`config.mk`:
```
export PLATFORM = sky130hd
export DESIGN_NAME = hex_display_scan_ctrl
export DESIGN_NICKNAME = d
export VERILOG_FILES = /design/src/rtl/hex_display_scan_ctrl.sv
export SDC_FILE = /design/constraint.sdc
export NUM_CORES = 1
export LEC_CHECK = 0
export BUFFER_PORTS_ARGS = -buffer_cell sky130_fd_sc_hd__buf_2
export CELL_PAD_IN_SITES_DETAIL_PLACEMENT = 0
export CELL_PAD_IN_SITES_GLOBAL_PLACEMENT = 2
export CORE_MARGIN = 2
export CORE_UTILIZATION = 25
export DETAILED_ROUTE_END_ITERATION = 8
export PLACE_DENSITY = 0.67
export SLEW_MARGIN = 20
export SYNTH_ARGS = -nofsm -noshare
export SYNTH_HDL_FRONTEND = slang
export SYNTH_SLANG_ARGS = --single-unit
export TNS_END_PERCENT = 10
```
`constraint.sdc`:
```
create_clock -name i_clk -period 4.4 [get_ports i_clk]
set_input_delay 0.66 -clock i_clk [delete_from_list [all_inputs] [get_ports i_clk]]
set_output_delay 0.66 -clock i_clk [all_outputs]
set_load 0.02 [all_outputs]
```
`src/rtl/hex_display_scan_ctrl.sv`:
```
// hex_display_scan_ctrl: scans an active digit bank onto a shared A-F decoder with blanking gaps;
// host writes land in a shadow bank that is copied to the active bank only at a frame boundary.
module hex_display_scan_ctrl #(
    parameter int NUM_DIGITS = 4,
    parameter int ADDR_W     = 2,
    parameter int DWELL_CYC  = 250,
    parameter int BLANK_CYC  = 8
) (
    input  logic                  i_clk,
    input  logic                  i_reset,
    input  logic                  i_wr_en,
    input  logic [ADDR_W-1:0]     i_wr_addr,
    input  logic [3:0]            i_wr_data,
    input  logic                  i_wr_dp,
    input  logic                  i_commit,
    output logic                  o_commit_ack,
    output logic                  o_w,
    output logic                  o_x,
    output logic                  o_y,
    output logic                  o_z,
    output logic                  o_dp_out,
    output logic [NUM_DIGITS-1:0] o_digit_en_n,
    output logic                  o_frame_start
);
    typedef enum logic {BLANK, SHOW} state_t;
    localparam int IDX_W = $clog2(NUM_DIGITS);
    localparam int MAX_C = (DWELL_CYC > BLANK_CYC) ? DWELL_CYC : BLANK_CYC;
    localparam int CNT_W = $clog2(MAX_C + 1);

    state_t                r_state;
    logic [IDX_W-1:0]      r_idx;
    logic [CNT_W-1:0]      r_cnt;
    logic                  r_pending;
    logic [3:0]            r_sh_code [NUM_DIGITS];
    logic [NUM_DIGITS-1:0] r_sh_dp;
    logic [3:0]            r_act_code [NUM_DIGITS];
    logic [NUM_DIGITS-1:0] r_act_dp;

    logic             w_blank_end;
    logic             w_show_end;
    logic             w_boundary;
    logic             w_copy;
    logic             w_valid;
    logic             w_dp;
    logic [3:0]       w_code;
    state_t           w_state_nxt;
    logic [IDX_W-1:0] w_idx_nxt;
    logic [CNT_W-1:0] w_cnt_nxt;

    assign w_blank_end = (r_state == BLANK) && (r_cnt == CNT_W'(BLANK_CYC - 1));
    assign w_show_end  = (r_state == SHOW) && (r_cnt == CNT_W'(DWELL_CYC - 1));
    assign w_boundary  = w_show_end && (r_idx == IDX_W'(NUM_DIGITS - 1));
    assign w_copy      = w_boundary && r_pending;
    assign w_state_nxt = w_blank_end ? SHOW : w_show_end ? BLANK : r_state;
    assign w_idx_nxt   = w_boundary ? '0 : w_show_end ? r_idx + 1'b1 : r_idx;
    assign w_cnt_nxt   = (w_blank_end || w_show_end) ? '0 : r_cnt + 1'b1;

    // Outputs are registered from next-cycle state, so the digit being copied in is shown at once.
    always_comb begin
        w_code = 4'h0;
        w_dp   = 1'b0;
        for (int i = 0; i < NUM_DIGITS; i++) begin
            if (w_idx_nxt == IDX_W'(i)) begin
                w_code = w_copy ? r_sh_code[i] : r_act_code[i];
                w_dp   = w_copy ? r_sh_dp[i] : r_act_dp[i];
            end
        end
    end

    assign w_valid = w_code >= 4'hA;

    always_ff @(posedge i_clk) begin
        if (i_reset) begin
            r_state       <= BLANK;
            r_idx         <= '0;
            r_cnt         <= '0;
            r_pending     <= 1'b0;
            r_sh_code     <= '{default: 4'h0};
            r_sh_dp       <= '0;
            r_act_code    <= '{default: 4'h0};
            r_act_dp      <= '0;
            o_commit_ack  <= 1'b0;
            {o_w, o_x, o_y, o_z} <= 4'h0;
            o_dp_out      <= 1'b0;
            o_digit_en_n  <= '1;
            o_frame_start <= 1'b0;
        end else begin
            r_state      <= w_state_nxt;
            r_idx        <= w_idx_nxt;
            r_cnt        <= w_cnt_nxt;
            r_pending    <= w_copy ? i_commit : (r_pending | i_commit);
            o_commit_ack <= w_copy;
            if (w_copy) begin
                r_act_code <= r_sh_code;
                r_act_dp   <= r_sh_dp;
            end
            for (int i = 0; i < NUM_DIGITS; i++) begin
                if (i_wr_en && (i_wr_addr == ADDR_W'(i))) begin
                    r_sh_code[i] <= i_wr_data;
                    r_sh_dp[i]   <= i_wr_dp;
                end
            end
            {o_w, o_x, o_y, o_z} <= w_valid ? w_code : 4'h0;
            o_dp_out      <= w_valid & w_dp;
            o_digit_en_n  <= ~(NUM_DIGITS'(w_state_nxt == SHOW && w_valid) << w_idx_nxt);
            o_frame_start <= w_blank_end && (r_idx == '0);
        end
    end
endmodule

```
Yosys cells after proc, flatten, opt, wreduce, memory -nomap -nowiden
Index checks and enable logic that the tools add are counted.
{ "word_totals": {"elab_cells": 80, "regBits": 63, "input_bits": 11} }
{ "op_classes": {"n_shift": 1, "reduce_logical": 16, "n_mux": 21, "n_eq_ne": 9, "order_cmp": 1, "add_sub_neg": 2, "bitwise": 5} }
{ "op_table": {"columns": ["operator", "n"], "rows": [
  ["4-bit 2-to-1 mux", 8],
  ["1-bit 2-to-1 mux", 11],
  ["2-bit equality test, second input constant", 5],
  ["1-bit logical AND", 10],
  ["8-bit by 1-bit adder with 8-bit output, second input constant", 1],
  ["8-bit by 3-bit equality test with 1-bit output, second input constant", 1],
  ["8-bit equality test, second input constant", 1],
  ["2-bit logical NOT", 3],
  ["2-bit by 1-bit equality test with 1-bit output, second input constant", 2],
  ["4-bit greater-or-equal comparator, second input constant", 1],
  ["2-bit 2-to-1 mux", 2],
  ["4-bit inverter", 1],
  ["2-bit OR reduction", 2],
  ["1-bit by 2-bit left shift with 4-bit output", 1],
  ["2-bit by 1-bit adder with 2-bit output, second input constant", 1],
  ["1-bit inverter", 2],
  ["1-bit bitwise AND", 1],
  ["1-bit logical OR", 1],
  ["1-bit bitwise OR", 1]
]} }

Depth between registers and ports, before layout
{ "logic_depth": {"word_depth": 13, "ltp_mapped": 10, "mapped_depth_nobuf": 9} }

Least setup slack after synthesis
No wires, ideal clock.
{ "synth_timing": {"path_kind": "reg-to-reg", "start": "reg r_idx[0]", "end": "reg o_digit_en_n[1]", "required_ns": 4.246, "path_stages_with_launch": 10, "setup_time_ns": 0.154, "arrival_ns": 2.129, "setup_slack_ns": 2.117, "synth_period_minus_slack_ns": 2.283, "path_cell_list": "dfxtp_1 ha_1 and2_1 nand4_2 buf_4 mux2i_1 mux2i_1 mux2i_1 a211oi_1 nand3_1"} }
{ "synth_between": {"elab_chain_cells": 12, "word_cells_on_any_way": 22, "classes_between": "1 x add/sub; 1 x order compare; 4 x eq/ne; 1 x shift; 10 x mux; 1 x bitwise; 4 x reduce/logical"} }
{ "synth_rtl": {"columns": ["item", "line", "text"], "rows": [
  ["start: declaration", "31", "logic [IDX_W-1:0] r_idx;"],
  ["start signal: assignment", "89", "r_idx <= w_idx_nxt;"],
  ["2-bit by 1-bit adder with 2-bit output or 2-bit equality test (tied branches)", "55, 52", null],
  ["2-bit 2-to-1 mux or 1-bit logical AND (tied branches)", "55, 52", null],
  ["2-bit 2-to-1 mux or 1-bit logical AND (tied branches)", "55, 53", null],
  ["2-bit logical NOT or 4-bit 2-to-1 mux (tied branches)", "63, 64", null],
  ["4-bit 2-to-1 mux (4 in series)", "63", "if (w_idx_nxt == IDX_W'(i)) begin"],
  ["4-bit greater-or-equal comparator", "70", "assign w_valid = w_code >= 4'hA;"],
  ["1-bit logical AND", "105", "o_digit_en_n <= ~(NUM_DIGITS'(w_state_nxt == SHOW && w_valid) << w_idx_nxt);"],
  ["1-bit by 2-bit left shift with 4-bit output *", "105", null],
  ["4-bit inverter *", "105", null],
  ["end signal: assignment", "105", null],
  ["end: declaration", "22", "output logic [NUM_DIGITS-1:0] o_digit_en_n,"]
]} }
Mark *: on every way between the ends. The rest lies on a longest branch, timed or not.
A chain may end at the register's enable or synchronous reset.

Final worst setup path
Ends and elaborated chain as after synthesis.

==> impl_results.md <==
- Drt via density: 4.379
- Clock slew at reported path FFs: 0.08 ns
- Via count: 1,883
- Number of max-cap violations: 0
- PwrDens: 395.4 nW/um^2
- Final Hold Fails: 0
- Prevailing post-synth register cell: dfxtp_1
- Most used cell, CP: mux2i_1
- CP Max Fanout: 23
- CP cell instances: ha_1 -> and2_1 -> nand4_2 -> mux2i_1 -> mux2i_1 -> mux2i_1 -> a211oi_1 -> nand3_1
- GR Util All Layers: 10.94%
- Syn Area/Cell: 9.685 sq um
- Layout Skew: 0.01285 ns
- Post-CTS Setup Bufs: 0
- Setup Crit Path Kind: flop to flop
- FF/Latch Area: 1261 sq um
- Endpoints failing setup: 0
- Num CTS Buffers: 9
- Critical Path Max Stage Delay: 0.64 ns
- Post-Syn Instances: 266
- Max-slew violations: 0
- Die Height: 105.5 um
- Cell area after layout: 3042 sq um
- Mapped Area: 2576 sq um
- Die X: 105.5 um
- H-tree levels: 3
- RSZ-0062 raised after global routing: no
- Residual DRC: 0
- Distinct cells, synth: 33
- Most frequent cells in the layout: dfxtp_1 (63), nor2_1 (49), mux2i_1 (47)
- Worst-Margin Slew: 0.9406 ns
- Design Power: 1203 uW
- Layout area overhead: 18.07%
- CTS tree: yes
- Fraction of layout cells with a size suffix above 1: 15.99%
- Sequential-to-total area share from yosys stat: 48.96%
- Routability cong.: 0.7023
- Number of diodes: 0
- Max-slew headroom: 37.06%
- Period minus WS final: 3.037 ns
- Worst EP required: 4.57 ns
- NumNets Final: 304
- Asr flop ratio synth: 0%
- Hold WC Path Type: flop to flop
- Starting Density: 25.29%
- Fmax achieved: 0.3293 GHz
- Setup_tns: 0 ns
- Crit start category: flop
- Initial antenna violation count: 0
- Post-Place Cells: 414
- CTS Hold Buffers Added: 0
- WL/cell: 13.04 um
- Commonest non-fill, non-tap cell in the layout: dfxtp_1
- Post-synth EDFFs: 0
- DIE AREA: 11,130 sq um
- Final period util: 69.01%
- Leak: 0.001362 uW
- # fillers: 1,101
- Synth warnings: 0
- Data arrival, critical path: 3.21 ns
- Peak supply drop: 0.1394 mV
- Status: finished, final reports clean
- Top-level I/O count: 22
- First-pass GRT wire length: 9611 um
- CTS resizes: 0
- DRT Pass-1 Iters: 4
- Cell Area, Placed: 2813 sq um
- Clock latency on the worst-skew pair: 0.34 ns
- Initial DRC count: 59
- Crit. End Element: flop
- Util after Layout: 29.86%
- Vias in the first global route: 1,880
- Finished Layout Cells: 430
- DP Wirelength: 3765 um
- Grt total ovfl: 0
- Clk sinks: 63
- Final WL: 5609 um
- Largest net degree at the start of global routing: 49
- PortBufs: 21
- Antenna-violating nets left: 0
- Core area: 10,180 sq um
- Root Buffer: clkbuf_8
- #FFs+latches synth: 63
- Rows: 37
- CP max-delay cell: nand4_2
- Mapped Nets: 281
- Clock Tree Buf Depth: 2
- Area of the multi-input gates: 1250 sq um
-- report_power, final --
part	leakage (uW)	internal (uW)	switching, uW
clock	0.000117	338	237
sequential	0.000510	579	7.38
combinational	0.000735	16.0	24.2
-- synth_stat cells (2+ instances only) --
cell type,number,area (sq um)
dfxtp_1,63,1261
nor2_1,49,183.9
mux2i_1,47,470.5
nand2_1,31,116.4
a21oi_1,10,50.05
nand3_1,10,50.05
clkbuf_1,7,26.28
inv_1,5,18.77
ha_1,4,50.05
nand3b_1,4,30.03
xnor2_1,4,35.03
nor3_1,3,15.01
a211oi_1,2,15.01
a21oi_2,2,17.52
and2_1,2,12.51
buf_4,2,15.01
nand4_2,2,25.02
nor3b_1,2,15.01
nor4_1,2,12.51
xor2_1,2,17.52
-- routing by layer --
layer / vias to the layer above / track usage [%] / part of all wire, % / routed length, um
met4: 0 / 4.511 / 1.7 / 94
met5: - / 0 / 0 / 0
li1: 955 / - / - / -
met1: 887 / 15.32 / 53 / 2945
met2: 32 / 15.81 / 42 / 2377
met3: 9 / 2.968 / 3.4 / 191
-- registers in the layout, indices dropped and copies added (netlist names) --
signal	flops
o_frame_start	1
r_idx	2
r_act_dp	4
r_pending	1
r_state	1
o_dp_out	1
r_cnt	8
o_w	1
r_sh_code	16
o_y	1
o_z	1
o_commit_ack	1
o_digit_en_n	4
r_act_code	16
r_sh_dp	4
o_x	1
-- final timing paths --
kind / from / end / slack [ns] / cells past startpoint
min: r_act_dp[3] / r_act_dp[3] / 0.45 / 2
max: r_idx[0] / o_digit_en_n[1] / 1.36 / 8
max reg2reg: r_idx[0] / o_digit_en_n[1] / 1.36 / 8
min reg2reg: r_act_dp[3] / r_act_dp[3] / 0.45 / 2
-- final cells by class --
class / instances / share of cell area, %
Timing Repair Buffer: 22 / 3.702
Clock inverter: 6 / 3.003
Tap cell: 136 / 5.594
Multi-Input combinational cell: 188 / 41.09
Clock buffer: 10 / 4.525
Inverter: 5 / 0.6170
Sequential cell: 63 / 41.46
-- worst max-delay path, delay by kind of cell, from the launching register on --
| kind | cells | cell delay [ns] |
|---|---|---|
| simple gates | 3 | 0.95 |
| mux | 3 | 0.66 |
| flops | 1 | 0.46 |
| compound gates | 1 | 0.42 |
| fa+ha+maj | 1 | 0.36 |
-- per-stage QoR --
stage               worst slack, ns  hold slack [ns]
CTS                           1.311           0.4577
finish                        1.364           0.4535
detailed placement            1.341           0.4452
global placement              1.377           0.4415
floorplan                     2.117           0.4273
global route                  1.017           0.4821
-- cells by family (layout without fill, tap and decap cells) --
logic type / count (synthesis) / in the layout / share of synthesized area [%]
simple gates: 111 / 111 / 20.11
flops: 63 / 63 / 48.96
mux: 47 / 47 / 18.26
compound gates: 20 / 20 / 6.168
buf+inv: 15 / 43 / 2.525
xor+xnor: 6 / 6 / 2.040
fa+ha+maj: 4 / 4 / 1.943
No activity file was read; power rests on OpenSTA's default activity.
